--- config.mk ---
export PLATFORM = sky130hd
export DESIGN_NAME = grb_pixel_packer
export DESIGN_NICKNAME = d
export VERILOG_FILES = /design/src/rtl/grb_pixel_packer.sv
export SDC_FILE = /design/constraint.sdc
export NUM_CORES = 1
export LEC_CHECK = 0
export BUFFER_PORTS_ARGS = -buffer_cell sky130_fd_sc_hd__buf_2
export CAP_MARGIN = 20
export CORE_AREA = 2 2 103 105
export DETAILED_ROUTE_END_ITERATION = 6
export DIE_AREA = 0 0 105 107
export REMOVE_ABC_BUFFERS = 1
export SETUP_SLACK_MARGIN = 0.5
export SLEW_MARGIN = 40
export SYNTH_ARGS = -nofsm -noshare
export SYNTH_HDL_FRONTEND = slang
export SYNTH_SLANG_ARGS = --single-unit
--- constraint.sdc ---
create_clock -name clk -period 1.81 [get_ports clk]
set_clock_uncertainty 0.05 [all_clocks]
set_input_delay 0.0905 -clock clk [delete_from_list [all_inputs] [get_ports clk]]
set_output_delay 0.0905 -clock clk [all_outputs]
set_load 0.02 [all_outputs]
--- src/rtl/grb_pixel_packer.sv ---
// Fetches G, R and B bytes per pixel from channel memory, attenuates them by a
// per-frame brightness shift and presents packed {G,R,B} words to a serializer.
module grb_pixel_packer #(
    parameter int unsigned NUM_PIXELS = 64,
    parameter int unsigned PIX_W      = 6
) (
    input  logic        clk,
    input  logic        rst,
    input  logic        start,
    input  logic [2:0]  bright_shift,
    output logic        mem_rd_en,
    output logic [7:0]  mem_addr,
    input  logic [7:0]  mem_rdata,
    output logic [23:0] px_data,
    output logic        px_valid,
    input  logic        px_ready,
    output logic        busy,
    output logic        frame_done
);

    localparam int unsigned ADDR_PIX_W = 6;
    localparam logic [PIX_W-1:0] LAST_PIX = PIX_W'(NUM_PIXELS - 1);

    typedef enum logic [1:0] {
        IDLE,
        FETCH,
        PRESENT,
        DONE
    } state_t;

    state_t           state;
    logic [PIX_W-1:0] pix_q;
    logic [2:0]       shift_q;
    logic [1:0]       step_q;
    logic [7:0]       g_q;
    logic [7:0]       r_q;
    logic [7:0]       scaled_c;

    assign scaled_c = mem_rdata >> shift_q;

    function automatic logic [7:0] addr_of(input logic [1:0] chan, input logic [PIX_W-1:0] pix);
        return {chan, ADDR_PIX_W'(pix)};
    endfunction

    // step_q sequences the three reads; each byte returns one cycle after its strobe
    always_ff @(posedge clk) begin
        if (rst) begin
            state      <= IDLE;
            pix_q      <= '0;
            shift_q    <= '0;
            step_q     <= '0;
            g_q        <= '0;
            r_q        <= '0;
            mem_rd_en  <= 1'b0;
            mem_addr   <= '0;
            px_data    <= '0;
            px_valid   <= 1'b0;
            busy       <= 1'b0;
            frame_done <= 1'b0;
        end else begin
            case (state)
                IDLE: begin
                    frame_done <= 1'b0;
                    if (start) begin
                        shift_q   <= bright_shift;
                        pix_q     <= '0;
                        step_q    <= '0;
                        busy      <= 1'b1;
                        mem_rd_en <= 1'b1;
                        mem_addr  <= addr_of(2'd0, '0);
                        state     <= FETCH;
                    end
                end
                FETCH: begin
                    step_q <= step_q + 2'd1;
                    case (step_q)
                        2'd0: mem_addr <= addr_of(2'd1, pix_q);
                        2'd1: begin
                            g_q      <= scaled_c;
                            mem_addr <= addr_of(2'd2, pix_q);
                        end
                        2'd2: begin
                            r_q       <= scaled_c;
                            mem_rd_en <= 1'b0;
                            mem_addr  <= '0;
                        end
                        default: begin
                            px_data  <= {g_q, r_q, scaled_c};
                            px_valid <= 1'b1;
                            state    <= PRESENT;
                        end
                    endcase
                end
                PRESENT: begin
                    if (px_ready) begin
                        px_valid <= 1'b0;
                        if (pix_q == LAST_PIX) begin
                            frame_done <= 1'b1;
                            state      <= DONE;
                        end else begin
                            pix_q     <= pix_q + PIX_W'(1);
                            step_q    <= '0;
                            mem_rd_en <= 1'b1;
                            mem_addr  <= addr_of(2'd0, pix_q + PIX_W'(1));
                            state     <= FETCH;
                        end
                    end
                end
                DONE: begin
                    frame_done <= 1'b0;
                    busy       <= 1'b0;
                    state      <= IDLE;
                end
                default: state <= IDLE;
            endcase
        end
    end

endmodule

==> results.txt, run 1 <==
----------------------------------------------------
[Place]
  Global placement routability congestion ... 0.896
  Detailed placement HPWL ... 5760 um
  Number of buffers added on ports ... 50

[Critical path]
  Startpoint type of the worst setup path ... register
  Critical Path Sink Type ... register
  Crit-path max cell delay ... 0.55 ns
  Top fanout value on the critical path ... 5
  Cell with the biggest individual delay on the critical path ... or4b_4
  WP data arrival ... 1.93 ns
  Number of cells on the worst reg-to-reg path ... 5
  Worst R2R End ... mem_addr[4]
  Reg2reg start ... step_q[1]
  Slack of the worst reg-to-reg path ... 0.07 ns
  Worst Path Class, Setup ... reg -> reg
  Worst endpoint required time ... 2.00 ns
  Cell-by-cell listing of the critical path ... inv_4, ha_4, or4b_4, nand3_4, mux2_4

[GRT]
  Total overflow reported by the global router ... 0
  Total global-route track usage ... 16.3%
  Vias in the first global route ... 2878
  Initial antenna violation count ... 0
  Maximum number of pins on one net before global-route repair ... 23
  Global-route wire length before repair ... 14500 um

[Final layout]
  Share of final-layout standard cells stronger than drive strength 1 ... 46.9%
  Layout Area Growth over Synthesis ... 55.0%
  Most frequent standard cell in the layout excluding fill and tap cells ... dfxtp_1
  ANT cells ... 0
  Filler cell count ... 959
  Net count, final ... 496
  Most used cells in the layout excluding fill and tap cells ... dfxtp_1 (59), buf_2 (50), nand2_1 (49), buf_4 (40), a21oi_1 (32)

[STA]
  Total negative slack for setup checks ... 0 ns
  Final setup fails ... 0
  Slew Limit Fails ... 0
  Highest clock rate ... 0.574 GHz
  Period Utilization, post-route ... 96.3%
  Post-route minimum period ... 1.74 ns
  Worst-margin pin slew ... 0.546 ns
  RSZ-0062 raised after global routing ... yes
  Worst hold slack after final layout ... 0.0610 ns
  Hold violation count in the final report ... 0
  Max transition margin ... 63.5%

[Synth]
  Post-synthesis register bit count ... 65
  Yosys synthesis warning count ... 0
  Primary FF master, synth ... dfxtp_1
  Post-synthesis cell type count ... 52
  Post-Synth XOR/XNOR Area ... 0%
  Share of flip-flops with an asynchronous set or reset ... 0%
  Dominant combinational cell family by area after synthesis ... simple AND/OR/NAND/NOR gates
  Mux share of post-synthesis cell area ... 7.84%
  Portion of the post-synthesis area used by sequential elements ... 42.2%
  Post-synth EDFFs ... 0
  Post-Syn Instances ... 362
  Post-synthesis compound-gate area fraction ... 16.1%
  Synth Area in Adders ... 4.47%
  Synthesized area divided by synthesized cell count ... 8.51 um^2
  Simple logic cell fraction of the synthesized area ... 25.5%
  Mapped cell area ... 0.00308 mm^2

[Floorplan]
  DIE AREA ... 0.0112 mm^2
  Effective utilization at floorplan ... 30.5%
  Standard-cell rows ... 37
  Placeable core region ... 0.0101 mm^2
  Height of the die ... 107 um
  Die Span X ... 105 um
  Total I/O pin count ... 51

[Outcome]
  Status ... finished, final reports clean

[Pwr]
  Maximum VDD drop ... 0.000460 V
  Reported net switching power ... 1.90 mW
  Leak pwr ... 1.87 nW
  Seq pwr share ... 31.2%
  Switching portion of total power ... 36.2%
  Power per cell area ... 1100 mW/mm^2
  Internal portion of total power ... 3.34 mW
  Gate power share ... 44.2%
  Clock network fraction of total power ... 24.5%

[Drt]
  Vias after detailed routing ... 3113
  Number of antenna-violating nets in the routed design ... 0
  Violation count after the first detailed-route iteration ... 140
  First drt pass iteration count ... 4
  Avg WL per Cell ... 15.9 um
  DRC violation count after routing ... 0
  Vias per std cell ... 5.09
  Detailed Route WL ... 9700 um

[Clock tree]
  CTS sink cnt ... 65
  TritonCTS clock tree ... built
  Clock tree root driver cell ... clkbuf_8
  Clock latency at the later pin of the worst-skew pair ... 0.35 ns
  Maximum clock path buffer count ... 2
  CTS buffer count ... 9
  Total number of H-tree levels ... 3
  Clk pin slew, worst setup/hold paths ... 0.08 ns

[Hold path]
  Classification of the worst-slack hold path ... in -> reg
  Number of stages on the worst hold path ... 2
  Worst hold start ... rst
  Worst-case hold path end point ... pix_q[0]

[Job]
  Max_cap viols ... 0

----------------------------------------------------
worst max-delay path by stage:
stage	startpoint	end	slack, ns
floorplan	state[0]	mem_addr[2]	-0.21
global placement	step_q[0]	mem_addr[6]	-0.02
detailed placement	step_q[0]	mem_addr[4]	-0.09
CTS	step_q[0]	mem_addr[4]	0.07
global route	step_q[1]	mem_addr[4]	0.03
finish	step_q[1]	mem_addr[4]	0.07
cells by family (layout without fill, tap and decap cells):
logic type | count (synthesis) | after routing
AOI/OAI and AO/OA | 85 | 85
adders and majority gates | 11 | 11
buffers and inverters | 27 | 140
DFF | 65 | 65
muxes | 17 | 17
and+or+nand+nor | 157 | 157
cells in the mapped netlist, types with 2 or more instances:
cell type / number / area (um^2)
a21oi_1: 39 / 195
a311oi_1: 2 / 17.5
a31o_2: 2 / 17.5
a31oi_1: 3 / 18.8
and2_1: 4 / 25.0
and3_1: 2 / 12.5
buf_1: 2 / 7.51
buf_2: 7 / 35.0
clkbuf_1: 10 / 37.5
dfxtp_1: 65 / 1300
ha_1: 11 / 138
inv_1: 6 / 22.5
mux2_2: 5 / 56.3
mux2_4: 2 / 30.0
mux2i_1: 5 / 50.1
mux4_2: 3 / 67.6
nand2_1: 56 / 210
nand2_2: 2 / 12.5
nand2b_1: 6 / 37.5
nand3_1: 15 / 75.1
nand3_2: 2 / 20.0
nand3b_1: 2 / 15.0
nand4_1: 6 / 37.5
nor2_1: 32 / 120
nor2b_1: 6 / 37.5
nor2b_2: 2 / 17.5
nor3_1: 5 / 25.0
nor3b_1: 2 / 15.0
nor4_1: 4 / 25.0
nor4b_1: 2 / 17.5
o211ai_1: 2 / 15.0
o21ai_0: 23 / 115
o2bb2ai_1: 2 / 17.5
o311ai_1: 2 / 17.5
o31ai_1: 3 / 22.5
or3_1: 3 / 18.8
or4b_1: 2 / 20.0
area by class of cell:
cell class | instances | area (um^2) | share of cell area, %
multi-input combinational | 270 | 2090 | 43.8
sequential | 65 | 1320 | 27.7
timing repair buffer | 117 | 947 | 19.8
tap | 136 | 170 | 3.56
clock buffer | 9 | 124 | 2.59
clock inverter | 7 | 77.6 | 1.62
inverter | 7 | 41.3 | 0.865
critical path, delay by kind of cell (launching register included):
family | cells | cell delay (ns)
simple gates | 2 | 0.68
flops | 1 | 0.38
mux | 1 | 0.31
fa+ha+maj | 1 | 0.15
buf+inv | 1 | 0.06
through the flow:
| step | setup WS (ns) | cells | power [mW] | util (%) | cell area (um^2) |
|---|---|---|---|---|---|
| 2_1_floorplan | -0.214 | 342 | 2.43 | - | 2990 |
| 3_3_place_gp | -0.0228 | 558 | 2.93 | 36.1 | 3650 |
| 3_5_place_dp | -0.0878 | 558 | 2.94 | 36.1 | 3650 |
| 4_1_cts | 0.0712 | 592 | 4.71 | 43.2 | 4360 |
| 5_1_grt | 0.0290 | 611 | 5.50 | 47.3 | 4770 |
| 6_report | 0.0666 | 611 | 5.24 | 47.3 | 4770 |
what timing repair did:
action,4_1_cts,5_1_grt
endpoints found under the setup margin,62,61
cloned,2,2
hold endpoints to repair,3,0
hold buffers,5,0
pin swaps,25,23
resized for setup,96,61
buffers inserted,11,17
registers in the layout, summed over array words and instances, names as in the netlist:
register    count
busy            1
frame_done      1
g_q             8
mem_addr        8
mem_rd_en       1
pix_q           6
px_data        24
px_valid        1
r_q             8
shift_q         3
state           2
step_q          2
metal layers:
layer  vias up  wire length, um  global-route usage [%]
met1      1497             4100                    20.2
met4         0              175                    3.81
met5         -                0                       0
met3        21              480                    4.56
met2        92             4940                    28.2
li1       1503                -                       -
power groups by stage:
stage	registers, mW	clock network (mW)	logic (mW)
floorplan	1.65	0	0.775
global placement	1.62	0	1.31
detailed placement	1.62	0	1.32
CTS	1.62	1.32	1.77
global route	1.65	1.39	2.45
finish	1.64	1.29	2.32
(Power assumes the default switching activity.)
==> run 2: changes to the inputs <==
- BUFFER_PORTS_ARGS: -buffer_cell sky130_fd_sc_hd__buf_2 -> -buffer_cell sky130_fd_sc_hd__buf_4
==> results.txt, run 2 (synthesized netlist as in run 1, its figures left out) <==
----------------------------------------------------
[STA]
  Total negative slack for setup checks ... 0 ns (unchanged)
  Hold violation count in the final report ... 0 (unchanged)
  Post-layout worst setup margin ... 0.0787 ns (+0.0120 ns)
  Period Utilization, post-route ... 95.7% (-0.66 points)
  Worst-margin pin slew ... 0.414 ns (-0.132 ns)
  Max transition margin ... 72.3% (+8.8 points)
  Highest clock rate ... 0.578 GHz (+0.69%)
  Worst hold slack after final layout ... 0.0437 ns (-0.0172 ns)
  Final setup fails ... 0 (unchanged)
  Slew Limit Fails ... 0 (unchanged)
  RSZ-0062 raised after global routing ... yes
  Post-route minimum period ... 1.73 ns (-0.0120 ns)

[Pwr]
  Reported net switching power ... 1.87 mW (-1.6%)
  Seq pwr share ... 30.5% (-0.7 points)
  Gate power share ... 43.0% (-1.2 points)
  Internal portion of total power ... 3.42 mW (+2.4%)
  Leak pwr ... 1.93 nW (+2.7%)
  Clock network fraction of total power ... 26.5% (+2.0 points)
  Power per cell area ... 1060 mW/mm^2 (-3.6%)
  Maximum VDD drop ... 0.000476 V (+3.4%)
  Switching portion of total power ... 35.3% (-0.90 points)

[Critical path]
  Critical Path Sink Type ... register
  WP data arrival ... 1.92 ns (about the same)
  Number of cells on the worst reg-to-reg path ... 5 (unchanged)
  Top fanout value on the critical path ... 5 (unchanged)
  Reg2reg start ... step_q[0]
  Crit. Startpoint ... step_q[0]
  Startpoint type of the worst setup path ... register
  Worst Path Class, Setup ... reg -> reg
  Worst endpoint required time ... 2.00 ns (about the same)
  Worst R2R End ... mem_addr[4]
  Slack of the worst reg-to-reg path ... 0.08 ns (about the same)

[Place]
  Global placement routability congestion ... 0.908 (+1.4%)
  Placed instance count ... 565 (+1.3%)
  Detailed placement HPWL ... 5890 um (+2.3%)
  Pre-CTS worst setup slack ... -0.0978 ns (-0.00993 ns)
  Number of buffers added on ports ... 50 (unchanged)

[Final layout]
  Net count, final ... 498 (+0.40%)
  Total area of multi-input combinational cells ... 0.00216 mm^2 (+3.3%)
  Sequential cell area in the final layout ... 0.00132 mm^2 (-0.19%)
  Largest reg by FF count ... px_data
  Most used cells in the layout excluding fill and tap cells ... buf_4 (86), dfxtp_1 (59), nand2_1 (49), nor2_1 (27), a21oi_1 (26)
  ANT cells ... 0 (unchanged)
  Largest register FFs ... 24 (unchanged)
  Number of cells in the finished layout apart from fillers ... 613 (+0.33%)
  Layout Area Growth over Synthesis ... 62.3%
  Most frequent standard cell in the layout excluding fill and tap cells ... buf_4
  Share of final-layout standard cells stronger than drive strength 1 ... 48.2% (+1.3 points)
  Filler cell count ... 944 (-1.6%)

[Drt]
  DRC violation count after routing ... 0 (unchanged)
  Detailed Route WL ... 10100 um (+4.0%)
  Vias after detailed routing ... 3182 (+2.2%)
  Vias per std cell ... 5.19 (+1.9%)
  First drt pass iteration count ... 4 (unchanged)
  Violation count after the first detailed-route iteration ... 135 (-3.6%)
  Number of antenna-violating nets in the routed design ... 0 (unchanged)
  Avg WL per Cell ... 16.4 um (+3.6%)

[Clock tree]
  CTS buffer count ... 9 (unchanged)
  TritonCTS clock tree ... built
  Clock tree root driver cell ... clkbuf_8
  Maximum clock path buffer count ... 2 (unchanged)
  Clock latency at the later pin of the worst-skew pair ... 0.35 ns (about the same)
  Total number of H-tree levels ... 3 (unchanged)
  CTS sink cnt ... 65 (unchanged)
  Clk pin slew, worst setup/hold paths ... 0.08 ns (about the same)

[Floorplan]
  Standard-cell rows ... 37 (unchanged)
  Effective utilization at floorplan ... 30.5% (unchanged)
  DIE AREA ... 0.0112 mm^2 (unchanged)
  Height of the die ... 107 um (unchanged)
  Placeable core region ... 0.0101 mm^2 (unchanged)
  Total I/O pin count ... 51 (unchanged)
  Die Span X ... 105 um (unchanged)

[GRT]
  Vias in the first global route ... 3143 (+9.2%)
  Total global-route track usage ... 17.3% (+0.95 points)
  Initial antenna violation count ... 0 (unchanged)
  Total overflow reported by the global router ... 0 (unchanged)
  Global-route wire length before repair ... 15500 um (+7.0%)
  Maximum number of pins on one net before global-route repair ... 24 (+4.3%)

[Hold path]
  Number of stages on the worst hold path ... 3 (+1)
  Classification of the worst-slack hold path ... in -> reg
  Worst hold start ... px_ready
  Worst-case hold path end point ... frame_done

[Outcome]
  Status ... finished, final reports clean

[Job]
  Max_cap viols ... 0 (unchanged)

----------------------------------------------------
## run 2: how the worst max path moves through the flow
| stage | to | slack, ns | cells after the start |
|---|---|---|---|
| finish | mem_addr[4] | 0.08 | 5 |
| global route | mem_addr[4] | 0.04 | 5 |
| CTS | mem_addr[4] | 0.08 | 5 |
| detailed placement | pix_q[4] | -0.1 | 6 |
| global placement | pix_q[4] | -0.05 | 6 |
| floorplan | mem_addr[2] | -0.21 | 6 |
## run 2: power groups by stage
stage | combinational [mW] | clock [mW] | sequential [mW]
floorplan | 0.775 | 0 | 1.65
global placement | 1.38 | 0 | 1.61
detailed placement | 1.39 | 0 | 1.61
CTS | 1.96 | 1.42 | 1.60
global route | 2.41 | 1.49 | 1.62
finish | 2.27 | 1.40 | 1.61
## run 2: critical path, cell delays in order (launching register included)
cell     delay [ns]
dfxtp_4        0.37
inv_4          0.05
ha_4           0.15
or4b_4         0.56
nand3_4        0.12
mux2_4         0.31
## run 2: cell type report
cell class | instances | share of cell area [%]
clock buffer | 10 | 2.55
inverter | 7 | 0.676
tap | 136 | 3.40
timing repair buffer | 117 | 21.9
sequential | 65 | 26.4
multi-input combinational | 272 | 43.2
clock inverter | 6 | 1.83
## run 2: routing by layer
metal / GRT usage (%) / up-vias / part of all wire, %
li1: - / 1509 / -
met3: 3.95 / 19 / 5.0
met4: 5.52 / 0 / 1.5
met5: 0 / - / 0
met2: 30.7 / 98 / 52
met1: 20.6 / 1556 / 41
## run 2: repair_timing
item / CTS / global route
cloned: 6 / 1
hold endpoints to repair: 3 / 0
gates resized for setup: 104 / 61
hold buffers: 5 / 0
pin swaps: 38 / 28
setup endpoints to repair: 61 / 61
buffers inserted: 15 / 5
## run 2: metrics by stage
| stage | total power [mW] | instance area, um^2 | util [%] |
|---|---|---|---|
| 6_report | 5.29 | 5000 | 49.5 |
| 5_1_grt | 5.52 | 5000 | 49.5 |
| 4_1_cts | 4.98 | 4710 | 46.7 |
| 3_5_place_dp | 3.01 | 3820 | 37.9 |
| 3_3_place_gp | 2.99 | 3820 | 37.9 |
| 2_1_floorplan | 2.43 | 2990 | - |
==> run 3: changes to the inputs <==
- PLACE_DENSITY: unset -> 0.51
==> results.txt, run 3 (synthesized netlist as in run 1, its figures left out) <==
----------------------------------------------------
[Final layout]
  Layout Area Growth over Synthesis ... 66.5%
  Total area of multi-input combinational cells ... 0.00233 mm^2 (+8.1%)
  Net count, final ... 495 (-0.60%)
  Share of final-layout standard cells stronger than drive strength 1 ... 55.9% (+7.7 points)
  Filler cell count ... 952 (+0.85%)
  Core utilization of the finished layout ... 50.8% (+1.3 points)
  Number of cells in the finished layout apart from fillers ... 610 (-0.49%)
  Largest reg by FF count ... px_data
  ANT cells ... 0 (unchanged)
  Most frequent standard cell in the layout excluding fill and tap cells ... buf_4
  Largest register FFs ... 24 (unchanged)
  Most used cells in the layout excluding fill and tap cells ... buf_4 (85), dfxtp_1 (58), nand2_1 (26), nand2_4 (23), nor2_1 (21)
  Sequential cell area in the final layout ... 0.00132 mm^2 (about the same)
  Final instance area ... 0.00513 mm^2 (+2.6%)

[Critical path]
  Startpoint type of the worst setup path ... register
  WP data arrival ... 1.94 ns (+0.02 ns)
  Worst endpoint required time ... 2.01 ns (about the same)
  Worst Path Class, Setup ... reg -> reg
  Reg2reg start ... step_q[1]
  Critical Path Sink Type ... register
  Top fanout value on the critical path ... 5 (unchanged)
  Crit. Startpoint ... step_q[1]
  Slack of the worst reg-to-reg path ... 0.07 ns (about the same)

[Drt]
  Violation count after the first detailed-route iteration ... 157 (+16%)
  First drt pass iteration count ... 4 (unchanged)
  DRC violation count after routing ... 0 (unchanged)
  Number of antenna-violating nets in the routed design ... 0 (unchanged)
  Vias per std cell ... 5.08 (-2.2%)
  Avg WL per Cell ... 16.2 um (-1.7%)
  Detailed Route WL ... 9860 um (-2.1%)
  Vias after detailed routing ... 3097 (-2.7%)

[Clock tree]
  Total number of H-tree levels ... 3 (unchanged)
  TritonCTS clock tree ... built
  Clk pin slew, worst setup/hold paths ... 0.09 ns (about the same)
  CTS buffer count ... 9 (unchanged)
  Clock latency at the later pin of the worst-skew pair ... 0.35 ns (about the same)
  Maximum clock path buffer count ... 2 (unchanged)
  Clock tree root driver cell ... clkbuf_8
  CTS sink cnt ... 65 (unchanged)

[GRT]
  Initial antenna violation count ... 0 (unchanged)
  Global-route track usage on met1 ... 20.2% (-0.44 points)
  GR peak layer ... met2
  Met3 Use GR ... 3.10% (-0.85 points)
  Met2 Resource Use GR ... 27.8% (-2.9 points)
  Total global-route track usage ... 16.1% (-1.2 points)
  Total overflow reported by the global router ... 0 (unchanged)
  Vias in the first global route ... 2881 (-8.3%)
  Maximum number of pins on one net before global-route repair ... 36 (+50%)
  Global-route wire length before repair ... 14400 um (-7.4%)

[STA]
  Slew Limit Fails ... 0 (unchanged)
  Hold violation count in the final report ... 0 (unchanged)
  Max transition margin ... 76.3% (+4.0 points)
  RSZ-0062 raised after global routing ... yes
  Final setup fails ... 0 (unchanged)
  Worst-margin pin slew ... 0.348 ns (-0.0656 ns)
  Highest clock rate ... 0.574 GHz (-0.63%)
  Post-layout worst setup margin ... 0.0677 ns (-0.0110 ns)
  Post-route minimum period ... 1.74 ns (+0.0110 ns)
  Period Utilization, post-route ... 96.3% (+0.61 points)

[Floorplan]
  Effective utilization at floorplan ... 30.5% (unchanged)
  Standard-cell rows ... 37 (unchanged)
  DIE AREA ... 0.0112 mm^2 (unchanged)
  Total I/O pin count ... 51 (unchanged)
  Height of the die ... 107 um (unchanged)
  Placeable core region ... 0.0101 mm^2 (unchanged)
  Die Span X ... 105 um (unchanged)

[Place]
  Detailed placement HPWL ... 6080 um (+3.1%)
  Placed instance count ... 566 (+0.18%)
  Global placement routability congestion ... 0.904 (-0.43%)
  Placed cell areas ... 0.00386 mm^2 (+0.85%)
  Pre-CTS worst setup slack ... -0.0910 ns (+0.00680 ns)
  Number of buffers added on ports ... 50 (unchanged)

[Hold path]
  Worst hold start ... start
  Classification of the worst-slack hold path ... in -> reg

[Pwr]
  Maximum VDD drop ... 0.000463 V (-2.7%)
  Total Power Consumption ... 5.09 mW (-3.9%)
  Leak pwr ... 2.08 nW (+7.8%)
  Power per cell area ... 993 mW/mm^2 (-6.2%)

[Outcome]
  Status ... finished, final reports clean

[Job]
  Max_cap viols ... 0 (unchanged)

----------------------------------------------------
==> run 3: changes by cell type in the layout (fill, tap and decap cells not counted), sizes merged <==
cell	before	now
dlygate4sd3	5	3
bufbuf	1	0
inv	7	9
nand2	60	59
buf	110	108
clkbuf	11	13
bufinv	2	1
==> run 3: final timing paths <==
path | end | cells past startpoint
worst max-delay path | mem_addr[2] | 5
worst min-delay path | shift_q[0] | 3
worst min register to register | px_data[21] | 2
worst max register to register | mem_addr[2] | 5
==> run 3: final cells by class <==
class / instances / area share, %
clock buffer: 9 / 2.42
clock inverter: 7 / 1.46
inverter: 7 / 0.610
multi-input combinational: 271 / 45.5
sequential: 65 / 25.7
tap: 136 / 3.32
timing repair buffer: 115 / 20.9
==> run 3: routing by layer <==
metal  wire length (um)  vias up
met1               4300     1475
met3                407       19
met4                252        0
met5                  0        -
li1                   -     1517
met2               4900       86
==> run 3: repair_timing <==
action | in CTS | in global routing
cloned | 0 | 7
gates resized for setup | 72 | 141
pin swaps | 25 | 66
setup endpoints to repair | 61 | 62
hold buffers | 3 | 0
hold endpoints to repair | 3 | 0
setup buffers | 3 | 15
==> run 3: through the flow <==
step,hold slack [ns],setup TNS [ns]
6_report,0.0221,0
5_1_grt,0.0431,0
4_1_cts,0.0107,0
3_5_place_dp,0.330,-0.291
3_3_place_gp,0.322,-0.0837
2_1_floorplan,0.110,-1.55
==> run 3: power breakdown <==
| part | total, mW | switching, mW | internal, mW |
|---|---|---|---|
| Clock | 1.29 | 0.646 | 0.649 |
| Sequential | 1.61 | 0.0832 | 1.53 |
| Combinational | 2.19 | 1.11 | 1.08 |
==> run 3: critical path, stage by stage (launching register included) <==
cell and delay (ns):
dfxtp_4 0.39, inv_6 0.05, ha_4 0.15, or4b_4 0.56, nand3_4 0.14, mux2_4 0.31
